**config.mk**
```make
export PLATFORM = sky130hd
export DESIGN_NAME = dpfifo
export DESIGN_NICKNAME = d
export VERILOG_FILES = /design/src/rtl/dpfifo_pkg.sv /design/src/rtl/dpsram.sv /design/src/rtl/dpfifo.sv
export SDC_FILE = /design/constraint.sdc
export NUM_CORES = 1
export LEC_CHECK = 0
export ABC_AREA = 1
export CORE_MARGIN = 2
export CORE_UTILIZATION = 45
export DETAILED_ROUTE_END_ITERATION = 7
export GPL_ROUTABILITY_DRIVEN = 0
export MAX_ROUTING_LAYER = met4
export SLEW_MARGIN = 10
export SYNTH_ARGS = -nofsm -noshare
export SYNTH_HDL_FRONTEND = slang
export SYNTH_HIERARCHICAL = 1
export SYNTH_SLANG_ARGS = --single-unit
```
**constraint.sdc**
```tcl
create_clock -name clk_i -period 2.11 [get_ports clk_i]
set_clock_uncertainty 0.15 [all_clocks]
set_input_delay 0.5275 -clock clk_i [delete_from_list [all_inputs] [get_ports clk_i]]
set_output_delay 0.5275 -clock clk_i [all_outputs]
set_load 0.05 [all_outputs]
```
**src/rtl/dpfifo_pkg.sv**
```systemverilog
// dpfifo_pkg: shared sizing rules for dpfifo and its dpsram storage.
//   depth(aw) : number of entries addressed by an aw-bit pointer.
//   Pointers are aw bits wide and wrap naturally modulo depth; the
//   occupancy counter is aw+1 bits so it can hold 0..depth.
package dpfifo_pkg;
   function automatic int depth(input int aw);
      return 1 << aw;
   endfunction
endpackage

```
**src/rtl/dpsram.sv**
```systemverilog
// dpsram: dual-port storage array, no reset, gated by a clock enable.
//   clk_i, ena_i            : clock and global enable (low freezes everything)
//   adr_i/dat_i/wre_i/dat_o : port A, read/write, registered address
//   xadr_i/xdat_i/xwre_i/xdat_o : port X, read/write, registered address
// Reads are asynchronous from the registered address, so a write and an
// address update on the same edge make the new word visible right after it.
module dpsram
   import dpfifo_pkg::*;
#(
   parameter int AW = 5,
   parameter int DW = 2
) (
   input  logic          clk_i,
   input  logic          ena_i,
   input  logic [AW-1:0] adr_i,
   input  logic [DW-1:0] dat_i,
   input  logic          wre_i,
   output logic [DW-1:0] dat_o,
   input  logic [AW-1:0] xadr_i,
   input  logic [DW-1:0] xdat_i,
   input  logic          xwre_i,
   output logic [DW-1:0] xdat_o
);
   localparam int DEPTH = depth(AW);
   logic [DW-1:0] mem [DEPTH];
   logic [AW-1:0] adr_q, xadr_q;
   always_ff @(posedge clk_i) begin
      if (ena_i) begin
         if (wre_i) mem[adr_i] <= dat_i;
         if (xwre_i) mem[xadr_i] <= xdat_i;
         adr_q <= adr_i;
         xadr_q <= xadr_i;
      end
   end
   assign dat_o = mem[adr_q];
   assign xdat_o = mem[xadr_q];
endmodule

```
**src/rtl/dpfifo.sv**
```systemverilog
// dpfifo: first-word-fall-through FIFO built on dpsram.
//   clk_i, rst_i (async, active-high), ena_i (global enable)
//   push_i/wdat_i : write side; full_o, afull_o (count >= AF)
//   pop_i/dat_o/vld_o : read side, dat_o is the head when vld_o=1
//   cnt_o : occupancy 0..DEPTH; err_o : sticky rejected push / empty pop
module dpfifo
   import dpfifo_pkg::*;
#(
   parameter int AW = 5,
   parameter int DW = 2,
   parameter int AF = (1 << AW) - 2
) (
   input  logic          clk_i,
   input  logic          rst_i,
   input  logic          ena_i,
   input  logic          push_i,
   input  logic [DW-1:0] wdat_i,
   output logic          full_o,
   output logic          afull_o,
   input  logic          pop_i,
   output logic [DW-1:0] dat_o,
   output logic          vld_o,
   output logic [AW:0]   cnt_o,
   output logic          err_o
);
   localparam logic [AW:0] FULL_CNT = (AW+1)'(depth(AW));
   localparam logic [AW:0] AF_CNT = (AW+1)'(AF);
   logic [AW-1:0] wptr_q, wptr_d, rptr_q, rptr_d, xadr;
   logic [AW:0]   cnt_q, cnt_d;
   logic          err_q, err_d, push_ok, pop_ok;
   logic [DW-1:0] unused_adat;
   assign full_o = cnt_q == FULL_CNT;
   assign vld_o = cnt_q != '0;
   assign afull_o = cnt_q >= AF_CNT;
   assign cnt_o = cnt_q;
   assign err_o = err_q;
   always_comb begin
      push_ok = push_i & (~full_o | pop_i);
      pop_ok = pop_i & vld_o;
      // head address looks one ahead on a pop so the next entry falls through
      xadr = pop_ok ? rptr_q + 1'b1 : rptr_q;
      wptr_d = (ena_i & push_ok) ? wptr_q + 1'b1 : wptr_q;
      rptr_d = (ena_i & pop_ok) ? rptr_q + 1'b1 : rptr_q;
      cnt_d = ~ena_i ? cnt_q :
              (push_ok & ~pop_ok) ? cnt_q + 1'b1 :
              (pop_ok & ~push_ok) ? cnt_q - 1'b1 : cnt_q;
      err_d = err_q | (ena_i & ((push_i & full_o & ~pop_i) | (pop_i & ~vld_o)));
   end
   always_ff @(posedge clk_i or posedge rst_i) begin
      if (rst_i) begin
         wptr_q <= '0;
         rptr_q <= '0;
         cnt_q <= '0;
         err_q <= 1'b0;
      end else begin
         wptr_q <= wptr_d;
         rptr_q <= rptr_d;
         cnt_q <= cnt_d;
         err_q <= err_d;
      end
   end
   dpsram #(.AW(AW), .DW(DW)) u_ram (
      .clk_i  (clk_i),
      .ena_i  (ena_i),
      .adr_i  (wptr_q),
      .dat_i  (wdat_i),
      .wre_i  (push_ok),
      .dat_o  (unused_adat),
      .xadr_i (xadr),
      .xdat_i ('0),
      .xwre_i (1'b0),
      .xdat_o (dat_o)
   );
endmodule

```
==> flow_summary.yaml <==
detailed_routing:
  ant_nets: 0
  wl_per_cell_um: 17.2
  via_per_inst: 5.44
  wirelength_um: 14600
  drtIter0Drc: 320
  dr.pass1.iters: 6
  dr_total_vias: 4605
  route.detailed.drc: 0
clocking:
  clock_path_buffers: 2
  cts_buffers: 9
  cts_root_buf: "clkbuf_16"
  cts.htree.levels: 3
  clock-sinks: 91
  clk_latency_ps: 340
  cts_tree: "yes"
  cts.reportedPaths.clkPinSlew_ps: 60
  cts_hold_buf: 0
worst_setup_path:
  cp_common_cell: "nand2_1"
  max_stage_delay_ps: 460
  start_kind: "flop"
  crit_buf_inv: 2
  cp_cell_sequence: "clkbuf_16 > nand2_1 > nand3_2 > nand3_2 > nand2_1 > nand2_1 > nand2_1 > nand2_1 > nand2_1 > buf_6"
  r2r-start: "cnt_o[2]"
  setup.worst_path.end_class: "output port"
  cp.arrival_ps: 1730
  crit_fanout: 6
  cp_slowest_cell: "dfxtp_4"
  cp_top_family: "simple AND/OR/NAND/NOR gates"
  critical_path_class: "reg2out"
  cp.required_ps: 1430
timing:
  hold_slack_ps: 298
  post-route-period-util_pct: 114
  final_hold_viol_count: 0
  maxSlewViolCount: 0
  setup_viol: 2
  setup_ws_ps: -297
  worstMarginPinSlew_ps: 721
  max_freq_mhz: 416
  maxSlewHeadroom_pct: 51.6
  min_period_ps: 2410
  rsz0062_at_grt: "true"
  fin_tns_setup_ps: -571
final_layout:
  num-fill-cells: 1032
  final_cell_mix: "nand2_1 (229), o21ai_0 (80), edfxtp_1 (69)"
  layout-drive-gt1-share_pct: 22.0
  area_growth_pct: 27.3
  layout_commonest_cell: "nand2_1"
  nNetsFinal: 714
  n_antenna_cell: 0
placement:
  hpwl_um: 9690
  io_buffers: 18
global_routing:
  grt.total_usage_pct: 24.3
  grt_start_max_net_pins: 33
  grt_pass1_wl_um: 23000
  grt_pass1_vias: 4608
  gr-total-overflow: 0
  antenna_found_initial: 0
die:
  boundaryPins: 19
  core_area_um2: 11400
  dieArea_um2: 12400
  rows: 39
  die_x_um: 112
  die_h_um: 112
  start_util_pct: 45.8
outcome:
  status: "finished with violations"
  failed_checks: "setup timing"
worst_hold_path:
  hp-class: "reg2reg"
  holdCritStartpoint: "u_ram/xadr_q[1]"
power:
  p_leak_nw: 2.76
  p_per_area_nw_per_um2: 1330
  peakVddDrop_mv: 0.991
synthesis:
  postSynthAreaPerCell_um2: 8.16
  syn_inst: 638
  ys_warn_count: 6
  syn_area_um2: 5200
job:
  maxCapViolations: 0
-- timing repair --
action / 4_1_cts / 5_1_grt
pin swaps: 7 / 11
resized for setup: 33 / 50
endpoints found under the setup margin: 71 / 59
buffers inserted: 1 / 3
gates cloned: 1 / 3
hold endpoints to repair: 0 / 0
-- power by group --
group | leakage (nW) | switching (mW) | internal [mW] | total [mW]
clock | 0.154 | 0.657 | 1.07 | 1.72
sequential | 0.871 | 0.285 | 2.27 | 2.56
combinational | 1.73 | 2.74 | 1.77 | 4.51
total | 2.76 | 3.68 | 5.11 | 8.79
-- path summary, 6_finish.rpt --
kind                              to  slack (ps)  cells after the start
max                         dat_o[0]        -300                     10
min                             flop         300                      2
max reg2reg                 cnt_o[4]          40                     12
min reg2reg                     flop         300                      2
max in group asynchronous   cnt_o[0]        1250                      3
min in group asynchronous  wptr_q[3]         350                      3
-- stage by stage --
stage	utilization [%]	total power [mW]	area [µm²]	setup WS, ps	cells
2_1_floorplan	-	4.91	5260	-211	641
3_3_place_gp	51.8	6.20	5890	-617	823
3_5_place_dp	51.8	6.27	5890	-671	823
4_1_cts	55.9	8.27	6360	-239	841
5_1_grt	58.2	9.29	6620	-362	847
6_report	58.2	8.79	6620	-297	847
-- registers in the layout, indices dropped and copies added, names as in the netlist, named ones only --
| signal | count |
|---|---|
| rptr_q | 5 |
| u_ram/xadr_q | 5 |
| err_o | 1 |
| wptr_q | 5 |
| cnt_o | 6 |
| u_ram/mem | 64 |
-- layer usage --
metal	up-vias	global-route usage, %	wire, µm
li1	2285	-	-
met1	2153	30.7	6020
met2	149	40.4	7420
met3	18	3.05	913
met4	0	8.89	221
met5	-	-	0
-- cell type report --
| type | instances | area, µm² | area share [%] |
|---|---|---|---|
| flip-flops and latches | 91 | 2610 | 39.4 |
| multi-input cells | 480 | 2590 | 39.2 |
| repair buffers | 73 | 737 | 11.1 |
| clock buffers | 15 | 290 | 4.38 |
| inverters | 44 | 183 | 2.76 |
| well taps | 143 | 179 | 2.70 |
| clock inverters | 1 | 30.0 | 0.453 |
-- worst reg2reg max path, delay by kind of cell (launching register included) --
kind / cells / cell delay [ps]
AO/OA/AOI/OAI: 1 / 60
buffers and inverters: 1 / 60
adder cells (fa/ha/maj): 2 / 520
AND/OR/NAND/NOR: 8 / 770
flip-flops: 1 / 420
No activity file was read; power rests on OpenSTA's default activity.
